[config.mk]
export PLATFORM = sky130hd
export DESIGN_NAME = int_div_unit_flat
export DESIGN_NICKNAME = d
export VERILOG_FILES = /design/src/rtl/int_div_unit_pkg.sv /design/src/rtl/int_div_unit_if.sv /design/src/rtl/int_div_unit_div_radix4_step.sv /design/src/rtl/int_div_unit.sv /design/src/flat_wrapper.sv
export SDC_FILE = /design/constraint.sdc
export NUM_CORES = 2
export LEC_CHECK = 0
export BUFFER_PORTS_ARGS = -buffer_cell sky130_fd_sc_hd__buf_2
export CAP_MARGIN = 30
export CORE_UTILIZATION = 45
export DETAILED_ROUTE_END_ITERATION = 7
export GPL_TIMING_DRIVEN = 0
export RECOVER_POWER = 25
export SLEW_MARGIN = 25
export SYNTH_ARGS = -nofsm -noshare
export SYNTH_HDL_FRONTEND = slang
export SYNTH_SLANG_ARGS = --single-unit
[constraint.sdc]
create_clock -name clk_i -period 17.77 [get_ports clk_i]
set_input_delay 1.777 -clock clk_i [delete_from_list [all_inputs] [get_ports clk_i]]
set_output_delay 1.777 -clock clk_i [all_outputs]
set_load 0.01 [all_outputs]
[src/rtl/int_div_unit_pkg.sv]
// Shared types and helpers for the RV64M iterative radix-4 divider.
package int_div_unit_pkg;
  localparam int XLEN = 64;
  localparam logic [5:0] ITER_64 = 6'd32;
  localparam logic [5:0] ITER_W  = 6'd16;

  typedef enum logic [2:0] {
    OP_DIV, OP_DIVU, OP_REM, OP_REMU, OP_DIVW, OP_DIVUW, OP_REMW, OP_REMUW
  } div_op_t;

  typedef enum logic [1:0] {ST_IDLE, ST_INIT, ST_ITER, ST_DONE} div_state_t;

  typedef struct packed {
    div_op_t         op;
    logic [XLEN-1:0] src1;
    logic [XLEN-1:0] src2;
  } div_req_t;

  function automatic logic is_signed(div_op_t op);
    return op inside {OP_DIV, OP_REM, OP_DIVW, OP_REMW};
  endfunction

  function automatic logic is_w(div_op_t op);
    return op inside {OP_DIVW, OP_DIVUW, OP_REMW, OP_REMUW};
  endfunction

  function automatic logic is_rem(div_op_t op);
    return op inside {OP_REM, OP_REMU, OP_REMW, OP_REMUW};
  endfunction

  // Sign fix-up of magnitudes, then quotient/remainder select; W results
  // always sign-extend bit 31, unsigned W forms included.
  function automatic logic [XLEN-1:0] fix_result(div_op_t op, logic [XLEN-1:0] q,
                                                 logic [XLEN-1:0] r, logic q_neg,
                                                 logic r_neg);
    logic [XLEN-1:0] sel;
    sel = is_rem(op) ? (r_neg ? -r : r) : (q_neg ? -q : q);
    return is_w(op) ? {{32{sel[31]}}, sel[31:0]} : sel;
  endfunction
endpackage

[src/rtl/int_div_unit_if.sv]
// Issue/result bundle between register-read, the divider and write-back.
interface int_div_unit_if #(
  parameter int TAG_W = 7
);
  import int_div_unit_pkg::*;

  logic            kill_i;
  logic            valid_i;
  logic            ready_o;
  div_op_t         op_i;
  logic [TAG_W-1:0] tag_i;
  logic [XLEN-1:0] src1_i;
  logic [XLEN-1:0] src2_i;
  logic            valid_o;
  logic [TAG_W-1:0] tag_o;
  logic [XLEN-1:0] result_o;

  modport master (
    output kill_i, valid_i, op_i, tag_i, src1_i, src2_i,
    input  ready_o, valid_o, tag_o, result_o
  );

  modport slave (
    input  kill_i, valid_i, op_i, tag_i, src1_i, src2_i,
    output ready_o, valid_o, tag_o, result_o
  );
endinterface

[src/rtl/int_div_unit_div_radix4_step.sv]
// One radix-4 restoring iteration: two shift/compare/subtract steps per call.
// Quotient bits enter at the LSB of the dividend shift register.
module div_radix4_step #(
  parameter int W = 64
) (
  input  logic [W-1:0] rem,
  input  logic [W-1:0] dvd,
  input  logic [W-1:0] dvsr,
  output logic [W-1:0] rem_nx,
  output logic [W-1:0] dvd_nx
);
  logic [W:0]   t1, t2;
  logic [W-1:0] r1;
  logic         q1, q2;

  // The partial remainder stays below the divisor, so the W+1 bit trial
  // value drops its top bit whenever the subtraction is skipped.
  always_comb begin
    t1     = {rem, dvd[W-1]};
    q1     = (t1 >= {1'b0, dvsr});
    r1     = q1 ? W'(t1 - {1'b0, dvsr}) : t1[W-1:0];
    t2     = {r1, dvd[W-2]};
    q2     = (t2 >= {1'b0, dvsr});
    rem_nx = q2 ? W'(t2 - {1'b0, dvsr}) : t2[W-1:0];
    dvd_nx = {dvd[W-3:0], q1, q2};
  end
endmodule

[src/rtl/int_div_unit.sv]
// RV64M integer divider (DIV/DIVU/REM/REMU and W forms), radix-4 iterative.
// Optional DIV_EARLY_OUT_EN: skip iterations on divide-by-zero or |a| < |b|.
module int_div_unit import int_div_unit_pkg::*; #(
  parameter int TAG_W = 7
) (
  input  logic           clk_i,
  input  logic           rst_i,
  int_div_unit_if.slave  io
);
  div_state_t       state;
  div_req_t         req_q;
  logic [TAG_W-1:0] tag_q, tag_out_q;
  logic [XLEN-1:0]  rem_q, dvd_q, dvsr_q, result_q;
  logic [XLEN-1:0]  rem_nx, dvd_nx;
  logic [5:0]       cnt_q;
  logic             q_neg_q, r_neg_q, valid_q;

  logic             sgn, w_op, s1, s2, dz;
  logic [XLEN-1:0]  a_ext, b_ext, abs_a, abs_b;

  always_comb begin
    sgn   = is_signed(req_q.op);
    w_op  = is_w(req_q.op);
    a_ext = w_op ? {{32{sgn & req_q.src1[31]}}, req_q.src1[31:0]} : req_q.src1;
    b_ext = w_op ? {{32{sgn & req_q.src2[31]}}, req_q.src2[31:0]} : req_q.src2;
    s1    = sgn & a_ext[XLEN-1];
    s2    = sgn & b_ext[XLEN-1];
    abs_a = s1 ? -a_ext : a_ext;
    abs_b = s2 ? -b_ext : b_ext;
    dz    = (b_ext == '0);
  end

  div_radix4_step #(.W(XLEN)) u_step (
    .rem    (rem_q),
    .dvd    (dvd_q),
    .dvsr   (dvsr_q),
    .rem_nx (rem_nx),
    .dvd_nx (dvd_nx)
  );

  always_ff @(posedge clk_i or posedge rst_i) begin
    if (rst_i) begin
      state     <= ST_IDLE;
      req_q     <= '0;
      tag_q     <= '0;
      tag_out_q <= '0;
      rem_q     <= '0;
      dvd_q     <= '0;
      dvsr_q    <= '0;
      result_q  <= '0;
      cnt_q     <= '0;
      q_neg_q   <= 1'b0;
      r_neg_q   <= 1'b0;
      valid_q   <= 1'b0;
    end else if (io.kill_i) begin
      state   <= ST_IDLE;
      valid_q <= 1'b0;
    end else begin
      case (state)
        ST_IDLE: begin
          if (io.valid_i) begin
            req_q <= '{op: io.op_i, src1: io.src1_i, src2: io.src2_i};
            tag_q <= io.tag_i;
            state <= ST_INIT;
          end
        end
        ST_INIT: begin
          // Divide-by-zero falls out of the iteration (all-ones quotient,
          // remainder = dividend) as long as the quotient is not negated.
          q_neg_q <= (s1 ^ s2) & ~dz;
          r_neg_q <= s1;
          rem_q   <= '0;
          dvd_q   <= w_op ? {abs_a[31:0], 32'b0} : abs_a;
          dvsr_q  <= abs_b;
          cnt_q   <= w_op ? ITER_W : ITER_64;
          state   <= ST_ITER;
`ifdef DIV_EARLY_OUT_EN
          if (dz || (abs_a < abs_b)) begin
            result_q  <= fix_result(req_q.op, dz ? {XLEN{1'b1}} : {XLEN{1'b0}},
                                    abs_a, 1'b0, s1);
            tag_out_q <= tag_q;
            valid_q   <= 1'b1;
            state     <= ST_DONE;
          end
`endif
        end
        ST_ITER: begin
          rem_q <= rem_nx;
          dvd_q <= dvd_nx;
          cnt_q <= cnt_q - 6'd1;
          // Result is registered on the last iteration so it is on the
          // outputs for the whole DONE cycle.
          if (cnt_q == 6'd1) begin
            result_q  <= fix_result(req_q.op, dvd_nx, rem_nx, q_neg_q, r_neg_q);
            tag_out_q <= tag_q;
            valid_q   <= 1'b1;
            state     <= ST_DONE;
          end
        end
        ST_DONE: begin
          valid_q <= 1'b0;
          state   <= ST_IDLE;
        end
        default: state <= ST_IDLE;
      endcase
    end
  end

  // A flush arriving during the DONE cycle still has to squash the pulse.
  assign io.valid_o  = valid_q & ~io.kill_i;
  assign io.ready_o  = (state == ST_IDLE);
  assign io.result_o = result_q;
  assign io.tag_o    = tag_out_q;
endmodule

[src/flat_wrapper.sv]
// flat-port wrapper written by rule: the top's interface ports become plain ports
module int_div_unit_flat import int_div_unit_pkg::*;
#(
  parameter int TAG_W = 7
)
  (clk_i, rst_i, io_kill_i, io_valid_i, io_op_i, io_tag_i, io_src1_i, io_src2_i, io_ready_o, io_valid_o, io_tag_o, io_result_o);
  int_div_unit_if #(.TAG_W(TAG_W)) io_i ();
  input  logic clk_i;
  input  logic rst_i;
  input wire logic [$bits(io_i.kill_i)-1:0] io_kill_i;
  input wire logic [$bits(io_i.valid_i)-1:0] io_valid_i;
  input wire logic [$bits(io_i.op_i)-1:0] io_op_i;
  input wire logic [$bits(io_i.tag_i)-1:0] io_tag_i;
  input wire logic [$bits(io_i.src1_i)-1:0] io_src1_i;
  input wire logic [$bits(io_i.src2_i)-1:0] io_src2_i;
  output wire logic [$bits(io_i.ready_o)-1:0] io_ready_o;
  output wire logic [$bits(io_i.valid_o)-1:0] io_valid_o;
  output wire logic [$bits(io_i.tag_o)-1:0] io_tag_o;
  output wire logic [$bits(io_i.result_o)-1:0] io_result_o;
  assign io_i.kill_i = io_kill_i;
  assign io_i.valid_i = io_valid_i;
  assign io_i.op_i = io_op_i;
  assign io_i.tag_i = io_tag_i;
  assign io_i.src1_i = io_src1_i;
  assign io_i.src2_i = io_src2_i;
  assign io_ready_o = io_i.ready_o;
  assign io_valid_o = io_i.valid_o;
  assign io_tag_o = io_i.tag_o;
  assign io_result_o = io_i.result_o;
  int_div_unit #(.TAG_W(TAG_W)) u_core (.clk_i(clk_i), .rst_i(rst_i), .io(io_i));
endmodule
==> flow_metrics.env <==
export IMPL_routedWlPerCell_um=28.2
export IMPL_max_freq_mhz=57.9
export IMPL_outcome="complete, but fails checks"
export IMPL_violations="capacitance limit, slew limit"
export IMPL_die_area_um2=78000
export IMPL_fp_coreArea_um2=76100
export IMPL_fin_cells=5689
export IMPL_grt_start_max_net_pins=92
export IMPL_slowest_stage="clkbuf_1"
export IMPL_tightest_slew_ns=4.95
export IMPL_critPathCaptureType="register"
export IMPL_synth_seq_cells=412
export IMPL_final_area_um2=38800
export IMPL_start_util_pct=45.5
export IMPL_rsz0062_at_grt="no"
export IMPL_netlist_area_um2=34600
export IMPL_async_reset_ff_share_pct=100
export IMPL_finalClockSkew_ns=0.0411
export IMPL_num_nets_final=4909
export IMPL_track_usage_pct=40.0
export IMPL_first_global_vias=33800
export IMPL_critPathMaxFanout=10
export IMPL_tns_ns=0
export IMPL_syn_area_per_cell_um2=7.97
export IMPL_numClockSinks=412
export IMPL_overflow=0
export IMPL_cp_common_cell="clkbuf_1"
export IMPL_wirelength_um=161000
export IMPL_clk_pin_slew_ns=0.06
export IMPL_routabilityCongestion=1.02
export IMPL_hold_buffers=0
export IMPL_crit_arrival_ns=17.80
export IMPL_syn_to_final_growth_pct=12.0
export IMPL_clk_insertion_delay_late_ns=0.64
export IMPL_clockRootBuffer="clkbuf_16"
export IMPL_antenna_found_initial=3
export IMPL_fp_dieW_um=279
export IMPL_synth_cell_types=110
export IMPL_crit_type="register to register"
export IMPL_synth_edf_count=0
export IMPL_layout_drive_gt1_share_pct=12.6
export IMPL_synthFlopType="dfrtp_1"
export IMPL_fp_dieH_um=279
export IMPL_layout_min_cycle_time_ns=17.27
export IMPL_fin_util_pct=51.0
export IMPL_synth_cells=4341
export IMPL_syn_num_nets=4624
export IMPL_drc=0
export IMPL_relSlewSlack_pct=-230
export IMPL_hp_class="register to register"
export IMPL_setup_viol=0
export IMPL_htree_levels=2
export IMPL_first_pass_iters=6
export IMPL_max_cap_violations=3
export IMPL_timing_final_hold_violations=0
export IMPL_grt_pass1_wl_um=230000
export IMPL_io_buffers=213
export IMPL_post_cts_buffers=0
export IMPL_fin_crit_sh_pct=97.2
export IMPL_worstPathRequired_ns=18.29
export IMPL_crit_path_max_incr_delay_ns=0.88
export IMPL_yosysWarnings=0
export IMPL_num_vias=36700
export IMPL_synth_seq_area_share_pct=29.8
export IMPL_postPlaceCellArea_um2=37200
export IMPL_ctsResizeCount=0
export IMPL_dp_hpwl_um=130000
export IMPL_startpoint_type="register"
export IMPL_slew_viol_final=245
export IMPL_n_fill_cell=7592
export IMPL_via_per_inst=6.45
export IMPL_drt_iter0_drc=4318
export IMPL_num_rows=101
export IMPL_cts_buffer_depth=3
export IMPL_dp_cells=5598
export IMPL_tritoncts="done"
export IMPL_numCtsBuffers=50
export IMPL_ios=215
export IMPL_drtAntennaViolNets=0
## sequential cells by signal, summed over array words and instances, names as in the netlist
signal / cells
u_core.dvsr_q: 64
u_core.state: 2
u_core.tag_q: 7
u_core.req_q: 131
u_core.dvd_q: 64
u_core.q_neg_q: 1
u_core.io.tag_o: 7
u_core.io.result_o: 64
u_core.rem_q: 64
u_core.r_neg_q: 1
u_core.valid_q: 1
u_core.cnt_q: 6
## Yosys cell counts (36+ instances only)
cell type | n | area (um2)
a21oi_1 | 332 | 1660
clkbuf_1 | 197 | 739
xor2_1 | 146 | 1280
a21o_1 | 59 | 443
inv_1 | 144 | 541
a221oi_1 | 38 | 333
dfrtp_1 | 412 | 10300
buf_2 | 39 | 195
mux2i_1 | 43 | 430
and2_1 | 36 | 225
a211oi_1 | 76 | 571
o211ai_1 | 45 | 338
nor2_1 | 413 | 1550
nor4_1 | 48 | 300
o21ai_0 | 380 | 1900
or3_1 | 64 | 400
mux2_2 | 163 | 1840
nor3_1 | 112 | 561
nand3_1 | 69 | 345
a31oi_1 | 39 | 244
nand4_1 | 57 | 357
ha_1 | 139 | 1740
o31ai_1 | 71 | 533
xnor2_1 | 158 | 1380
nand2_1 | 508 | 1910
## routing by layer
layer  GRT usage (%)  wire (um)
met1            56.0      67600
met2            59.5      67800
met3            7.76      16900
met4            18.2       8340
met5               0          0
## worst max-delay path: cells and delay by family, from the launching register on
family | cells | cell delay (ns)
xor gates and xnor gates | 1 | 0.12
DFF | 1 | 0.38
and+or+nand+nor | 14 | 3.93
adders and majority gates | 3 | 0.77
AOI/OAI and AO/OA | 13 | 4.27
buffers and inverters | 13 | 7.63
## final timing paths
check	start	end	slack, ns	cells past startpoint
max in group asynchronous	rst_i	u_core.req_q[86]	8.25	4
worst max register to register	u_core.dvsr_q[51]	u_core.io.result_o[62]	0.50	44
worst min-delay path	u_core.tag_q[0]	u_core.io.tag_o[0]	0.46	2
worst min register to register	u_core.tag_q[0]	u_core.io.tag_o[0]	0.46	2
worst max-delay path	u_core.dvsr_q[51]	u_core.io.result_o[62]	0.50	44
min in group asynchronous	rst_i	u_core.dvsr_q[15]	1.39	2
## cell families after synthesis
kind of cell	Yosys count	synth area share, %
and+or+nand+nor	1505	20.5
AOI/OAI and AO/OA	1370	25.7
DFF	412	29.8
buffers and inverters	403	4.58
xor gates and xnor gates	304	7.69
muxes	206	6.55
adders and majority gates	141	5.14
## stage by stage
step / hold slack, ns / setup slack, ns
after floorplan: 0.433 / 4.53
after global placement: 0.451 / -0.779
after detailed placement: 0.458 / 1.58
after CTS: 0.468 / 1.51
after global routing: 0.491 / 0.578
final: 0.463 / 0.495
## cell type report
cell class | instances | area, um2 | share of cell area (%)
tap | 1030 | 1290 | 3.32
clock buffer | 73 | 1430 | 3.69
multi-input combinational | 3526 | 22700 | 58.6
sequential | 412 | 10300 | 26.6
antenna | 3 | 7.51 | 0.0194
clock inverter | 9 | 143 | 0.368
inverter | 147 | 553 | 1.43
buffer | 256 | 1040 | 2.67
timing repair buffer | 233 | 1270 | 3.28
## cells in the final DEF (no fill, tap or decap), types with 38 or more instances in the layout
master | netlist | routed
nand3_1 | 69 | 69
a21o_1 | 59 | 59
clkbuf_16 | 0 | 51
o211ai_1 | 45 | 45
or3_1 | 64 | 64
o21ai_0 | 380 | 379
a31oi_1 | 39 | 38
xor2_1 | 146 | 146
a21oi_1 | 332 | 331
o31ai_1 | 71 | 71
clkbuf_1 | 197 | 214
nor3_1 | 112 | 111
a221oi_1 | 38 | 38
nor4_1 | 48 | 48
nand2_1 | 508 | 508
nor2_1 | 413 | 413
a211oi_1 | 76 | 76
dfrtp_1 | 412 | 412
buf_2 | 39 | 255
nand4_1 | 57 | 57
ha_1 | 139 | 139
mux2_2 | 163 | 163
mux2i_1 | 43 | 43
xnor2_1 | 158 | 158
inv_1 | 144 | 143
Power is not shown: default switching activity piles up to over one toggle a cycle in this logic, so the estimate is an artifact.
